==> src/rtl/v_hier_qcap_if.sv <==
// Output handshake bundle for the qvec change-capture buffer.
// The master side presents the head entry; the slave side accepts it.
interface v_hier_qcap_if #(
   parameter int WIDTH = 4
);
   logic             out_valid;
   logic [WIDTH-1:0] out_data;
   logic             out_ready;

   modport master (
      output out_valid,
      output out_data,
      input  out_ready
   );

   modport slave (
      input  out_valid,
      input  out_data,
      output out_ready
   );
endinterface

==> src/rtl/v_hier_qcap.sv <==
// Captures every sampled change of qvec into a small FIFO, drained over valid/ready.
// Dropped changes (FIFO full with no simultaneous pop) raise a sticky overflow flag.
module v_hier_qcap #(
   parameter int WIDTH = 4,
   parameter int DEPTH = 4
) (
   input  logic                     clk,
   input  logic                     reset_l,
   input  logic [WIDTH-1:0]         qvec,
   v_hier_qcap_if.master            out_if,
   output logic [$clog2(DEPTH):0]   level,
   output logic                     overflow,
   input  logic                     clr_ovf
);

   localparam int AW = $clog2(DEPTH);
   localparam int LW = AW + 1;

   logic [WIDTH-1:0] s1;
   logic [WIDTH-1:0] s2;
   logic [WIDTH-1:0] mem [DEPTH];
   logic [AW-1:0]    rd_ptr;
   logic [AW-1:0]    wr_ptr;

   logic chg;
   logic pop;
   logic full;
   logic push_ok;
   logic push_drop;

   // A pop in the same cycle frees the slot a full FIFO needs for the new push.
   always_comb begin
      chg       = (s1 != s2);
      pop       = out_if.out_valid & out_if.out_ready;
      full      = (level == LW'(DEPTH));
      push_ok   = chg & (~full | pop);
      push_drop = chg & full & ~pop;
   end

   assign out_if.out_valid = (level != '0);
   assign out_if.out_data  = mem[rd_ptr];

   always_ff @(posedge clk or negedge reset_l) begin
      if (!reset_l) begin
         s1       <= '0;
         s2       <= '0;
         rd_ptr   <= '0;
         wr_ptr   <= '0;
         level    <= '0;
         overflow <= 1'b0;
         for (int i = 0; i < DEPTH; i++) begin
            mem[i] <= '0;
         end
      end else begin
         s1 <= qvec;
         s2 <= s1;

         if (push_ok) begin
            mem[wr_ptr] <= s1;
            wr_ptr      <= wr_ptr + 1'b1;
         end

         if (pop) begin
            rd_ptr <= rd_ptr + 1'b1;
         end

         case ({push_ok, pop})
            2'b10:   level <= level + 1'b1;
            2'b01:   level <= level - 1'b1;
            default: level <= level;
         endcase

         // A drop in the same cycle as a clear keeps the flag set.
         if (push_drop) begin
            overflow <= 1'b1;
         end else if (clr_ovf) begin
            overflow <= 1'b0;
         end
      end
   end

endmodule

==> src/flat_wrapper.sv <==
// flat-port wrapper written by rule: the top's interface ports become plain ports
module v_hier_qcap_flat 
#(
   parameter int WIDTH = 4,
   parameter int DEPTH = 4
)
  (clk, reset_l, qvec, level, overflow, clr_ovf, out_if_out_valid, out_if_out_data, out_if_out_ready);
  v_hier_qcap_if #(.WIDTH(WIDTH)) out_if_i ();
  input  logic clk;
  input  logic reset_l;
  input  logic [WIDTH-1:0] qvec;
  output logic [$clog2(DEPTH):0] level;
  output logic overflow;
  input  logic clr_ovf;
  output wire logic [$bits(out_if_i.out_valid)-1:0] out_if_out_valid;
  output wire logic [$bits(out_if_i.out_data)-1:0] out_if_out_data;
  input wire logic [$bits(out_if_i.out_ready)-1:0] out_if_out_ready;
  assign out_if_out_valid = out_if_i.out_valid;
  assign out_if_out_data = out_if_i.out_data;
  assign out_if_i.out_ready = out_if_out_ready;
  v_hier_qcap #(.WIDTH(WIDTH), .DEPTH(DEPTH)) u_core (.clk(clk), .reset_l(reset_l), .qvec(qvec), .out_if(out_if_i), .level(level), .overflow(overflow), .clr_ovf(clr_ovf));
endmodule
==> config.mk <==
export PLATFORM = sky130hd
export DESIGN_NAME = v_hier_qcap_flat
export DESIGN_NICKNAME = d
export VERILOG_FILES = /design/src/rtl/v_hier_qcap_if.sv /design/src/rtl/v_hier_qcap.sv /design/src/flat_wrapper.sv
export SDC_FILE = /design/constraint.sdc
export NUM_CORES = 1
export LEC_CHECK = 0
export BUFFER_PORTS_ARGS = -buffer_cell sky130_fd_sc_hd__clkbuf_2
export CORE_MARGIN = 3
export CORE_UTILIZATION = 50
export CTS_CLUSTER_SIZE = 40
export DETAILED_ROUTE_END_ITERATION = 7
export PLACE_DENSITY_LB_ADDON = 0.08
export RECOVER_POWER = 25
export SYNTH_ARGS = -nofsm -noshare
export SYNTH_HDL_FRONTEND = slang
export SYNTH_SLANG_ARGS = --single-unit
==> constraint.sdc <==
create_clock -name clk -period 2.2 [get_ports clk]
set_clock_uncertainty 0.15 [all_clocks]
set_input_delay 0.44 -clock clk [delete_from_list [all_inputs] [get_ports clk]]
set_output_delay 0.44 -clock clk [all_outputs]
set_load 0.02 [all_outputs]
==> results of run 1 <==
==> metal layers <==
| layer | up-vias | wire length [µm] | track usage (%) |
|---|---|---|---|
| li1 | 379 | - | - |
| met1 | 406 | 1080 | 21.3 |
| met2 | 14 | 1160 | 27.6 |
| met3 | 6 | 109 | 7.35 |
| met4 | 0 | 46 | 5.96 |
| met5 | - | 0 | 0 |
==> sequential cells by signal, summed over array words and instances (netlist names) <==
signal,cells
u_core.level,3
u_core.mem,16
u_core.overflow,1
u_core.rd_ptr,2
u_core.s1,4
u_core.s2,4
u_core.wr_ptr,2
==> stage by stage <==
| stage | utilization (%) | hold slack [ps] | instance area (µm²) |
|---|---|---|---|
| final | 64.3 | 62.6 | 1640 |
| after global routing | 64.3 | 36.2 | 1640 |
| after global placement | 60.7 | 284 | 1550 |
| after CTS | 63.1 | 51.2 | 1610 |
| after floorplan | - | -5.59 | 1390 |
| after detailed placement | 60.7 | 295 | 1550 |
==> layout by cell type (no fill, tap or decap), types with 4 or more instances in the layout <==
master	instances
nand2_1	7
clkbuf_1	5
mux2_2	16
mux4_2	4
ha_1	4
inv_1	6
buf_4	5
xnor2_2	4
clkbuf_4	5
dfrtp_1	30
clkbuf_2	15
==> final cells by class <==
cell class | instances | area, µm²
Clock buffer | 6 | 41.3
Fill cell | 208 | 910
Inverter | 7 | 26.3
Multi-Input combinational cell | 52 | 589
Sequential cell | 32 | 803
Tap cell | 30 | 37.5
Timing Repair Buffer | 25 | 138
==> logic make-up (layout without fill, tap and decap cells) <==
group | count (synthesis) | after routing
multiplexers | 21 | 21
flip-flops | 32 | 32
AO/OA/AOI/OAI | 3 | 3
adder cells (fa/ha/maj) | 6 | 6
XOR/XNOR | 10 | 10
buffers and inverters | 8 | 38
AND/OR/NAND/NOR | 12 | 12
==> report_power, final <==
group / total, mW / switching [mW] / internal [mW] / leakage, nW
registers: 1.02 / 0.193 / 0.832 / 0.374
clock network: 0.288 / 0.175 / 0.113 / 0.0242
logic: 1.06 / 0.499 / 0.560 / 0.355
==> final timing paths <==
| check | startpoint | to | slack (ps) | depth (start not counted) |
|---|---|---|---|---|
| setup / recovery | u_core.level[0] | u_core.level[2] | 70 | 9 |
| hold / removal | qvec[3] | u_core.s1[3] | 60 | 1 |
| setup reg to reg | u_core.level[0] | u_core.level[2] | 70 | 9 |
| hold reg to reg | u_core.mem[7] | u_core.mem[7] | 360 | 1 |
| max in group asynchronous | reset_l | u_core.rd_ptr[0] | 400 | 3 |
| min in group asynchronous | reset_l | u_core.mem[3] | 700 | 2 |
==> timing repair <==
action,CTS,global route
pin swaps,0,2
hold endpoints to repair,20,0
cloned,0,0
buffers inserted,0,2
setup endpoints to repair,5,1
resized for setup,2,7
hold buffers,1,0
==> impl_metrics.tcl, run 1 <==
set metrics [dict create \
    status "finished clean" \
    nets 137 \
    wl_um 2400 \
    grt_pass1_vias 870 \
    synthXorXnorAreaFrac_pct 6.42 \
    die_area_mm2 0.00339 \
    crit_family "adder cells" \
    fin_cells 152 \
    pre_cts_slack_ps -68.2 \
    placementRows 18 \
    initial_core_util_pct 53.6 \
    grtUsageTotal_pct 17.4 \
    grt.overflow.total 0 \
    ys_seq_area_share_pct 58.7 \
    final.period_utilization_pct 96.6 \
    syn_nets 106 \
    crit_slowest_cell "dfrtp_2" \
    yosysUniqueCellTypes 18 \
    core_mm2 0.00254 \
    syn2layout_area_growth_pct 19.8 \
    n_antenna_cell 0 \
    crit_buf_inv 2 \
    synth_seq_cells 32 \
    syn_inst 92 \
    dieWidth_um 58.3 \
    critPathMaxStageDelay_ps 450 \
    slew_violations 0 \
    cts_tree "built" \
    synth.most_common_cell "dfrtp_1" \
    firstDrtPassIters 2 \
    worst_pin_slew_ps 1140 \
    crit_top_cell "xor2_1" \
    fmax_ghz 0.470 \
    viasPerCell 5.30 \
    cts_buffers 5 \
    cts.clk_slew.worst_paths_ps 90 \
    end_kind "flop" \
    numPortBuffers 16 \
    power_mw 2.37 \
    drc_errors 0 \
    pin_count 17 \
    cp_cell_sequence "nor4b_4 > a41oi_2 > inv_1 > ha_2 > inv_2 > fa_2 > xor2_1 > nor2_1 > xor2_1" \
    gp_congestion 0.680 \
    rsz0062_at_grt "yes" \
    grt_antenna_before_repair 0 \
    h-tree-depth 2 \
    die_h_um 58.3 \
    fin_ws_ps 74.2 \
    setup_violations 0 \
    cp_max_fo 5 \
    postRouteAntennaNets 0 \
    ir_drop_mv 0.865 \
    synth.area.mux_share_pct 20.5 \
    synth_warnings 0 \
    via_count 805 \
    syn_avg_cell_area_um2 14.8 \
    cp.required_ps 2300 \
    hold_viol_final 0 \
    period_minus_slack_ps 2130 \
    cellPowerDensity_mw_per_mm2 1450 \
    grt_pass1_wl_um 4140 \
    setup_tns_ps 0 \
    synthTopCellsByCount "dfrtp_1 (32), mux2_2 (16), inv_1 (7), nand2_1 (7), xnor2_1 (7)" \
    post-place-cells 143 \
    clk_latency_ps 330 \
    cp-start-kind "flop" \
    drt_iter0_markers 6 \
    synth_simple_gate_area_share_pct 4.22 \
    synth_top_cell_by_area "dfrtp_1" \
    ys.flop_type "dfrtp_1" \
    synth_top_family_by_area "multiplexers" \
    synth_area_leaders "dfrtp_1 (59%), mux2_2 (13%), mux4_2 (6.6%)" \
    synth_compound_gate_area_share_pct 1.92 \
    async_flop_share_pct 100 \
    criticalPathCategory "reg -> reg" \
    slew_headroom_pct 23.8 \
    min_path_type "in -> reg" \
    root_buffer "clkbuf_4" \
    clock_path_buffers 2 \
    synthAdderAreaFrac_pct 6.05 \
    leakage_nw 0.753 \
    hpwl_um 1760 \
    grt_max_degree 22 \
    cap_violations 0 \
    arrival_ps 2220 \
    synth_edf_count 0 \
    wl_per_cell_um 15.8 \
    syn_area_mm2 0.00137 \
    clock_sinks 32 \
    final_layout_size_suffix_gt1_share_pct 46.7 \
    synth_top_cell_area_share_pct 58.7 \
]
(Power assumes the default switching activity.)
==> run 2: changes to the inputs <==
--- a/config.mk
+++ b/config.mk
@@ -8,9 +8,10 @@
 export BUFFER_PORTS_ARGS = -buffer_cell sky130_fd_sc_hd__clkbuf_2
 export CORE_MARGIN = 3
 export CORE_UTILIZATION = 50
+export CTS_CLUSTER_DIAMETER = 150
 export CTS_CLUSTER_SIZE = 40
 export DETAILED_ROUTE_END_ITERATION = 7
-export PLACE_DENSITY_LB_ADDON = 0.08
+export PLACE_DENSITY = 0.73
 export RECOVER_POWER = 25
 export SYNTH_ARGS = -nofsm -noshare
 export SYNTH_HDL_FRONTEND = slang
==> impl_metrics.tcl, run 2 (same netlist as run 1, synthesis figures left out) <==
set metrics [dict create \
    final_layout_size_suffix_gt1_share_pct 47.6 \
    cts_tree "built" \
    via_count 791 \
    clk_latency_ps 340 \
    largest-register "u_core.mem" \
    criticalPathCategory "reg -> out" \
    hpwl_um 1780 \
    cts.clk_slew.worst_paths_ps 100 \
    worst_pin_slew_ps 1170 \
    pre_cts_slack_ps -74.8 \
    cp_max_fo 6 \
    dieWidth_um 58.3 \
    cts_buffers 5 \
    final_cell_mix "dfrtp_1 (29), mux2_2 (16), clkbuf_2 (15)" \
    slew_violations 0 \
    cellPowerDensity_mw_per_mm2 1500 \
    slew_headroom_pct 21.7 \
    clock_path_buffers 2 \
    grtUsageTotal_pct 17.4 \
    end_kind "output port" \
    fmax_ghz 0.466 \
    clock_sinks 32 \
    wl_um 2560 \
    cp.required_ps 1610 \
    placementRows 18 \
    ir_drop_mv 0.952 \
    core_mm2 0.00254 \
    drc_errors 0 \
    grt_antenna_before_repair 0 \
    postRouteAntennaNets 0 \
    rsz0062_at_grt "yes" \
    syn2layout_area_growth_pct 21.0 \
    h-tree-depth 2 \
    hold_ws_ps 59.8 \
    numPortBuffers 16 \
    hold_viol_final 0 \
    switching_power_mw 0.912 \
    leakage_nw 0.751 \
    power.internal_mw 1.56 \
    status "finished clean" \
    setup_violations 0 \
    initial_core_util_pct 53.6 \
    arrival_ps 1560 \
    grt.overflow.total 0 \
    grt_pass1_wl_um 4060 \
    die_h_um 58.3 \
    firstDrtPassIters 4 \
    drt_iter0_markers 14 \
    wl_per_cell_um 16.6 \
    final.period_utilization_pct 97.5 \
    power_mw 2.47 \
    reg_top3 "u_core.mem (16), u_core.s1 (4), u_core.s2 (4)" \
    combPwrFrac_pct 44.1 \
    n_antenna_cell 0 \
    die_area_mm2 0.00339 \
    grt_max_degree 23 \
    seq_power_share_pct 41.7 \
    fin_ws_ps 54.2 \
    min_path_type "in -> reg" \
    grt_pass1_vias 833 \
    final_common_cell "dfrtp_1" \
    pin_count 17 \
    period_minus_slack_ps 2150 \
    viasPerCell 5.14 \
    nets 137 \
    gp_congestion 0.825 \
    root_buffer "clkbuf_4" \
    cap_violations 0 \
    largest_reg_flops 16 \
    switching_share_pct 36.9 \
    p_clk_share_pct 14.2 \
    cp-start-kind "flop" \
]
-- run 2: cell types whose count changed in the layout (fill, tap and decap cells not counted), sizes merged --
| cell | previous run | this run |
|---|---|---|
| clkbuf | 25 | 27 |
-- run 2: critical path, cell delays in order (launching register included) --
cell,delay (ps)
dfrtp_2,500
mux4_2,540
clkbuf_2,170
-- run 2: timing repair --
| item | 4_1_cts | 5_1_grt |
|---|---|---|
| pin swaps | 0 | 3 |
| setup endpoints to repair | 4 | 2 |
| resized for setup | 1 | 9 |
| hold buffers | 1 | 0 |
| buffers inserted | 0 | 2 |
| hold endpoints to repair | 21 | 0 |
-- run 2: worst paths after layout --
check	slack, ps	depth (start not counted)	endpoint	start
worst max-delay path	50	2	out_if_out_data[0]	u_core.rd_ptr[0]
worst min-delay path	60	1	u_core.s1[0]	qvec[0]
worst max register to register	100	9	u_core.level[2]	u_core.level[0]
worst min register to register	360	1	u_core.mem[7]	u_core.mem[7]
max in group asynchronous	410	3	u_core.mem[9]	reset_l
min in group asynchronous	700	2	u_core.rd_ptr[1]	reset_l
-- run 2: power by group through the flow --
stage	clock network (mW)	logic, mW	registers (mW)
final	0.350	1.09	1.03
after global routing	0.390	1.19	1.06
after CTS	0.361	1.05	1.03
after detailed placement	0	1.04	1.04
after global placement	0	1.01	1.02
after floorplan	0	0.767	1.00
-- run 2: per-stage QoR --
| stage | setup TNS, ps | std cells | utilization, % | area (µm²) |
|---|---|---|---|---|
| 2_1_floorplan | 0 | 92 | - | 1390 |
| 3_3_place_gp | 0 | 143 | 60.7 | 1550 |
| 3_5_place_dp | -74.8 | 143 | 60.7 | 1550 |
| 4_1_cts | 0 | 152 | 63.5 | 1620 |
| 5_1_grt | -36.8 | 154 | 64.9 | 1650 |
| 6_report | 0 | 154 | 64.9 | 1650 |
-- run 2: metal layers --
metal	GRT usage, %	share of wire, %
met4	6.62	2.2
met5	0	0
met2	26.6	49
met3	6.68	4.0
met1	22.6	45
-- run 2: layout make-up --
cell class / instances / area (µm²)
Fill cell: 203 / 893
Sequential cell: 32 / 805
Multi-Input combinational cell: 52 / 587
Timing Repair Buffer: 25 / 138
Clock buffer: 8 / 58.8
Tap cell: 30 / 37.5
Inverter: 7 / 26.3
